`src/rtl/dma_pkg.sv`:
```
// Shared DMA definitions: transfer size/burst encodings, AHB-Lite codes,
// master FSM states and small decode helpers used by the arbiter and master.
package dma_pkg;

   typedef enum logic [1:0] {
      SIZE_BYTE  = 2'd0,
      SIZE_HWORD = 2'd1,
      SIZE_WORD  = 2'd2,
      SIZE_WORD3 = 2'd3
   } dma_size_e;

   typedef enum logic [1:0] {
      BURST_SINGLE = 2'd0,
      BURST_INC4   = 2'd1,
      BURST_INC8   = 2'd2,
      BURST_INC16  = 2'd3
   } dma_burst_e;

   typedef enum logic [1:0] {
      ST_IDLE = 2'd0,
      ST_ADDR = 2'd1,
      ST_DATA = 2'd2,
      ST_ERR  = 2'd3
   } dma_state_e;

   localparam logic [1:0] HTRANS_IDLE   = 2'b00;
   localparam logic [1:0] HTRANS_NONSEQ = 2'b10;
   localparam logic [1:0] HTRANS_SEQ    = 2'b11;

   localparam logic [2:0] HBURST_SINGLE = 3'b000;
   localparam logic [2:0] HBURST_INCR4  = 3'b011;
   localparam logic [2:0] HBURST_INCR8  = 3'b101;
   localparam logic [2:0] HBURST_INCR16 = 3'b111;

   // Stream-select width; never below one bit so single-stream builds stay legal.
   function automatic int dma_log2(input int n);
      return (n <= 2) ? 1 : $clog2(n);
   endfunction

   function automatic logic [4:0] beats_of(input logic [1:0] burst);
      case (burst)
         BURST_INC4:  return 5'd4;
         BURST_INC8:  return 5'd8;
         BURST_INC16: return 5'd16;
         default:     return 5'd1;
      endcase
   endfunction

   function automatic logic [2:0] hburst_of(input logic [1:0] burst);
      case (burst)
         BURST_SINGLE: return HBURST_SINGLE;
         BURST_INC4:   return HBURST_INCR4;
         BURST_INC8:   return HBURST_INCR8;
         default:      return HBURST_INCR16;
      endcase
   endfunction

   // Size code 3 is not a legal beat size here and is folded onto word.
   function automatic logic [1:0] size_norm(input logic [1:0] size);
      if (size == SIZE_WORD3) return 2'(SIZE_WORD);
      return size;
   endfunction

   function automatic logic [31:0] incr_of(input logic [1:0] size);
      case (size)
         SIZE_BYTE:  return 32'd1;
         SIZE_HWORD: return 32'd2;
         default:    return 32'd4;
      endcase
   endfunction

endpackage

```
`src/rtl/dma_ahb_master.sv`:
```
// AHB-Lite master engine: runs one SINGLE/INCRn transaction for the stream the
// arbiter granted, moving beats between the bus and that stream's FIFO.
module dma_ahb_master
   import dma_pkg::*;
#(
   parameter int numb_ch = 4
) (
   input  logic                         i_clk,
   input  logic                         i_nreset,
   input  logic                         i_master_en,
   input  logic [dma_log2(numb_ch)-1:0] i_stream_sel,
   input  logic [31:0]                  i_addr,
   input  logic [1:0]                   i_size,
   input  logic [1:0]                   i_burst,
   input  logic                         i_write,
   input  logic [31:0]                  i_wdata,
   output logic                         o_wdata_pop,
   output logic [31:0]                  o_rdata,
   output logic                         o_rdata_push,
   output logic [dma_log2(numb_ch)-1:0] o_stream_id,
   output logic                         o_master_ready,
   output logic                         o_done,
   output logic                         o_error,
   output logic [31:0]                  o_haddr,
   output logic [1:0]                   o_htrans,
   output logic                         o_hwrite,
   output logic [2:0]                   o_hsize,
   output logic [2:0]                   o_hburst,
   output logic [31:0]                  o_hwdata,
   input  logic                         i_hready,
   input  logic                         i_hresp,
   input  logic [31:0]                  i_hrdata,
   output dma_state_e                   o_dbg_state
);

   localparam int SW = dma_log2(numb_ch);

   dma_state_e        r_state;
   dma_state_e        w_next_state;
   logic [31:0]       r_haddr;
   logic [1:0]        r_size;
   logic [2:0]        r_hburst;
   logic              r_write;
   logic [SW-1:0]     r_stream;
   logic [4:0]        r_beats_total;
   logic [4:0]        r_beats_issued;
   logic              r_pending;
   logic [31:0]       r_hwdata;
   logic [31:0]       r_rdata;
   logic              r_rdata_push;
   logic              r_done;
   logic              r_error;

   logic              w_accept;
   logic              w_bus_busy;
   logic              w_err_first;
   logic              w_addr_accept;
   logic              w_data_ok;
   logic              w_last_addr;
   logic [1:0]        w_htrans;

   // Handshake: a transaction is accepted on a rising edge where i_master_en and
   // o_master_ready are both high; i_master_en is not looked at again until
   // o_master_ready returns, so a dropped grant cannot cut a burst short.
   assign w_accept      = (r_state == ST_IDLE) && i_master_en;
   assign w_bus_busy    = (r_state == ST_ADDR) || (r_state == ST_DATA);
   assign w_err_first   = w_bus_busy && r_pending && i_hresp && !i_hready;
   assign w_addr_accept = (r_state == ST_ADDR) && i_hready && !(r_pending && i_hresp);
   assign w_data_ok     = w_bus_busy && r_pending && i_hready && !i_hresp;
   assign w_last_addr   = (r_beats_issued == (r_beats_total - 5'd1));

   always_ff @(posedge i_clk or negedge i_nreset) begin
      if (!i_nreset) begin
         r_state <= ST_IDLE;
      end else begin
         r_state <= w_next_state;
      end
   end

   // The first error cycle drops HTRANS to IDLE combinationally so the beat
   // queued behind the failing one is never presented to the slave.
   always_comb begin
      w_next_state = r_state;
      w_htrans     = HTRANS_IDLE;
      case (r_state)
         ST_IDLE: begin
            if (i_master_en) w_next_state = ST_ADDR;
         end
         ST_ADDR: begin
            if (w_err_first) begin
               w_next_state = ST_ERR;
            end else begin
               w_htrans = (r_beats_issued == 5'd0) ? HTRANS_NONSEQ : HTRANS_SEQ;
               if (w_addr_accept && w_last_addr) w_next_state = ST_DATA;
            end
         end
         ST_DATA: begin
            if (w_err_first)    w_next_state = ST_ERR;
            else if (w_data_ok) w_next_state = ST_IDLE;
         end
         ST_ERR: begin
            if (i_hready) w_next_state = ST_IDLE;
         end
         default: w_next_state = ST_IDLE;
      endcase
   end

   always_ff @(posedge i_clk or negedge i_nreset) begin
      if (!i_nreset) begin
         r_haddr        <= 32'd0;
         r_size         <= 2'd0;
         r_hburst       <= 3'd0;
         r_write        <= 1'b0;
         r_stream       <= '0;
         r_beats_total  <= 5'd0;
         r_beats_issued <= 5'd0;
         r_pending      <= 1'b0;
         r_hwdata       <= 32'd0;
         r_rdata        <= 32'd0;
         r_rdata_push   <= 1'b0;
         r_done         <= 1'b0;
         r_error        <= 1'b0;
      end else begin
         r_rdata_push <= 1'b0;
         r_done       <= 1'b0;
         r_error      <= 1'b0;

         if (w_accept) begin
            r_haddr        <= i_addr;
            r_size         <= size_norm(i_size);
            r_hburst       <= hburst_of(i_burst);
            r_write        <= i_write;
            r_stream       <= i_stream_sel;
            r_beats_total  <= beats_of(i_burst);
            r_beats_issued <= 5'd0;
            r_pending      <= 1'b0;
         end

         if (w_addr_accept) begin
            r_haddr        <= r_haddr + incr_of(r_size);
            r_beats_issued <= r_beats_issued + 5'd1;
            if (r_write) r_hwdata <= i_wdata;
         end

         // A data phase is outstanding exactly when the last completed bus
         // cycle accepted an address; wait states freeze it.
         if (w_bus_busy) begin
            if (w_err_first)   r_pending <= 1'b0;
            else if (i_hready) r_pending <= w_addr_accept;
         end

         if (w_data_ok && !r_write) begin
            r_rdata      <= i_hrdata;
            r_rdata_push <= 1'b1;
         end

         if ((r_state == ST_DATA) && w_data_ok) r_done  <= 1'b1;
         if ((r_state == ST_ERR) && i_hready)   r_error <= 1'b1;
      end
   end

   assign o_wdata_pop    = w_addr_accept && r_write;
   assign o_rdata        = r_rdata;
   assign o_rdata_push   = r_rdata_push;
   assign o_stream_id    = r_stream;
   assign o_master_ready = (r_state == ST_IDLE);
   assign o_done         = r_done;
   assign o_error        = r_error;
   assign o_haddr        = r_haddr;
   assign o_htrans       = w_htrans;
   assign o_hwrite       = r_write;
   assign o_hsize        = {1'b0, r_size};
   assign o_hburst       = r_hburst;
   assign o_hwdata       = r_hwdata;
   assign o_dbg_state    = r_state;

endmodule
```
`config.mk`:
```
export PLATFORM = sky130hd
export DESIGN_NAME = dma_ahb_master
export DESIGN_NICKNAME = d
export VERILOG_FILES = /design/src/rtl/dma_pkg.sv /design/src/rtl/dma_ahb_master.sv
export SDC_FILE = /design/constraint.sdc
export NUM_CORES = 1
export LEC_CHECK = 0
export CAP_MARGIN = 20
export CORE_MARGIN = 2
export CORE_UTILIZATION = 45
export CTS_BUF_LIST = sky130_fd_sc_hd__clkbuf_4 sky130_fd_sc_hd__clkbuf_8
export DETAILED_ROUTE_END_ITERATION = 10
export PLACE_DENSITY = 0.83
export SYNTH_ARGS = -nofsm -noshare
export SYNTH_HDL_FRONTEND = slang
export SYNTH_SLANG_ARGS = --single-unit
```
`constraint.sdc`:
```
create_clock -name i_clk -period 2.9 [get_ports i_clk]
set_clock_uncertainty 0.05 [all_clocks]
set_input_delay 0.435 -clock i_clk [delete_from_list [all_inputs] [get_ports i_clk]]
set_output_delay 0.435 -clock i_clk [all_outputs]
set_load 0.005 [all_outputs]
```
==> results.tsv <==
stage	metric	value	unit
status	outcome	finished, final reports clean	
logic_synthesis	EDFF count, synth	0	
power	Cell Int Power	5710	uW
grt	grt ovf	0	
floorplanning	chip height	115	um
setup_path	Crit Path Category	reg2out	
drt	iteration count of the initial detailed-routing pass	5	
setup_path	Worst Setup End Kind	output pin	
floorplanning	initial core utilization	46.1	%
setup_path	crit path max fanout	6	
timing	Setup TNS	0	ns
timing	worst slew pin tran	0.638	ns
timing	Rel. slew slack	57.5	%
power	Comb pwr share	45.0	%
drt	DR DRC count	0	
clocking	post-CTS sizing	0	
placed_design	gpl congestion	0.884	
drt	Vias	4838	
grt	global routing usage on met1	29.1	%
drt	Post-DRT Antenna Nets	0	
min_path	worst min path class	reg2reg	
power	Worst VDD drop	542	uV
cells_and_area	FF+latch area	2980	um2
logic_synthesis	Post-synth ARST share	100	%
cells_and_area	Final nets	831	
timing	crit share post-route	93.8	%
grt	grt peak-use layer	met2	
cells_and_area	commonest cells after routing, fill and taps aside	219 x clkdlybuf4s50_1, 119 x dfrtp_1, 70 x mux2_2, 38 x nand2_1, 35 x nor2_1	
cells_and_area	area grow syn2layout	50.7	%
cells_and_area	layout cells sized above 1	17.1	%
grt	Overall Global Routing Usage	24.2	%
clocking	CTS tree	built	
timing	Fin. Hold Viols	0	
drt	DR WL/cell	18.2	um
setup_path	crit path launch type	flip-flop	
power	Reg power frac	36.6	%
setup_path	Worst R2R End	o_haddr[24]	
logic_synthesis	Syn Nets	603	
setup_path	Worst EP required	2.41	ns
setup_path	R2R Path Start	r_size[1]	
cells_and_area	fillers	883	
timing	Max Clock Freq	368	MHz
drt	final wirelength	15800	um
grt	first-pass GRT wire length	24700	um
setup_path	Critical Path Slowest Stage Cell	clkdlybuf4s50_1	
clocking	CTS max path bufs	2	
power	overall power	8540	uW
power	static leakage	0.00354	uW
logic_synthesis	synthesized area	5540	um2
drt	vias per inst	5.55	
min_path	hold path startpoint	o_hwdata[3]	
timing	fin crit period	2.72	ns
placed_design	Placed Cells incl. Taps	838	
grt	pin count of the biggest net entering global routing	73	
setup_path	max incr delay on CP	0.55	ns
grt	met2 usage	39.7	%
clocking	H-tree depth	4	
logic_synthesis	Yosys Warn Count	0	
setup_path	flop2flop setup slack	0.47	ns
placed_design	DP HPWL	11600	um
cells_and_area	most common cell after layout, fill and taps aside	clkdlybuf4s50_1	
clocking	Num CTS Buffers	17	
clocking	Worst-Skew Late Latency	0.44	ns
logic_synthesis	Synth cell types	54	
cells_and_area	Multi-input gate area	2430	um2
drt	initial DRC count	290	
timing	RSZ-0062 raised after global routing	false	
job	number of max-cap violations	0	
timing	final number of setup-violating endpoints	0	
power	P per Cell Area	1020	nW/um2
cells_and_area	antenna cells	0	
power	sw frac	33.2	%
setup_path	WP data arrival	2.24	ns
setup_path	cells on worst reg2reg path	8	
cells_and_area	Cell Count, Final, Fillers Out	872	
clocking	clk slew on worst S/H paths	0.07	ns
min_path	Worst Hold End	o_hwdata[3]	
floorplanning	DIE WIDTH	115	um
placed_design	I/O Buffers	220	
cells_and_area	Util after Layout	69.5	%
floorplanning	die area	13200	um2
power	Net Sw Power	2830	uW
clocking	clk sinks	119	
grt	grt met3 use	9.33	%
floorplanning	num rows	40	
logic_synthesis	Syn Inst Count	484	
min_path	Hold Crit Depth	1	
grt	initial antenna violation count	0	
floorplanning	I/O pins	222	
logic_synthesis	Syn Area/Cell	11.4	um2
logic_synthesis	sequential area share after synthesis	53.7	%
clocking	Root Driver	clkbuf_8	
power	Clock Power Share	18.5	%
grt	vias in the first global route	4896	
logic_synthesis	ys flop type	dfrtp_1	
logic_synthesis	#FFs+latches synth	119	
setup_path	crit-path cells	inv_1, ha_1, nand2_1, nor2_2, nand2_1, inv_1, clkdlybuf4s50_1	
timing	Slew Limit Fails	0	
floorplanning	core area	12000	um2
## cell type report
cell class | count | share of cell area, %
well taps | 147 | 2.20
clock inverters | 9 | 1.48
inverters | 13 | 0.584
flip-flops and latches | 119 | 35.7
clock buffers | 23 | 3.49
repair buffers | 231 | 27.5
multi-input cells | 330 | 29.1
## power groups by stage
stage / clock network, uW / registers, uW / logic, uW
2_1_floorplan: 0 / 3050 / 1640
3_3_place_gp: 0 / 3070 / 3730
3_5_place_dp: 0 / 3130 / 3840
4_1_cts: 1620 / 3110 / 3870
5_1_grt: 1690 / 3240 / 4160
6_report: 1580 / 3120 / 3840
## flip-flops by register name (all words and copies together), names as in the netlist
name,count
o_haddr,32
o_hwdata,32
o_rdata,32
r_beats_issued,5
r_beats_total,4
o_hburst,3
o_dbg_state,2
o_stream_id,2
r_size,2
o_done,1
o_error,1
o_hwrite,1
o_rdata_push,1
r_pending,1
## routing by layer
layer | vias up | share of wire, %
met5 | - | 0
met4 | 0 | 1.4
met3 | 16 | 9.7
met2 | 237 | 50
met1 | 2356 | 39
li1 | 2229 | -
## through the flow
step | hold WS [ns] | setup slack (ns) | instance area (um2)
2_1_floorplan | 0.0894 | 0.695 | 5540
3_3_place_gp | 0.437 | 0.228 | 7920
3_5_place_dp | 0.441 | 0.177 | 7920
4_1_cts | 0.459 | 0.121 | 8350
5_1_grt | 0.473 | 0.00687 | 8350
6_report | 0.454 | 0.179 | 8350
## synthesized netlist by cell type (all sizes together) (6+ instances only)
cell type,instances,area share [%]
ha,10,2.3
buf,6,0.54
mux2,70,14
a311oi,9,1.4
a21oi,16,1.4
a211oi,9,1.2
mux2i,6,1.1
nand2,38,2.6
nand4,10,1.1
nor3,10,0.99
clkbuf,16,1.1
dfrtp,119,54
inv,13,0.88
nand3,14,1.3
and3,7,0.79
o21ai,18,1.7
nor2,37,2.5
## cells by family (layout without fill, tap and decap cells)
group | count (synthesis) | count (layout) | synth area share, %
other | 1 | 1 | 0.0677
AOI/OAI and AO/OA | 86 | 86 | 11.1
buffers and inverters | 35 | 276 | 2.51
muxes | 76 | 76 | 15.3
DFF | 119 | 119 | 53.7
xor gates and xnor gates | 8 | 8 | 1.26
adders and majority gates | 11 | 11 | 2.62
and+or+nand+nor | 148 | 148 | 13.4
## timing repair
item | 4_1_cts | 5_1_grt
hold buffers | 1 | 0
hold endpoints to repair | 47 | 0
setup buffers | 0 | 0
## how the worst max path moves through the flow
stage,from,to,cells past startpoint
final,o_dbg_state[1],o_wdata_pop,7
after global routing,o_dbg_state[1],o_wdata_pop,7
after global placement,i_hresp,o_haddr[27],6
after CTS,o_dbg_state[1],o_wdata_pop,7
after floorplan,r_size[1],o_haddr[7],8
after detailed placement,i_hresp,o_haddr[25],6
## worst max-delay path: cells and delay by family (launching register included)
family	cells	cell delay, ns
buf+inv	3	0.73
fa+ha+maj	1	0.20
simple gates	3	0.43
flops	1	0.44
No activity file was read; power rests on OpenSTA's default activity.
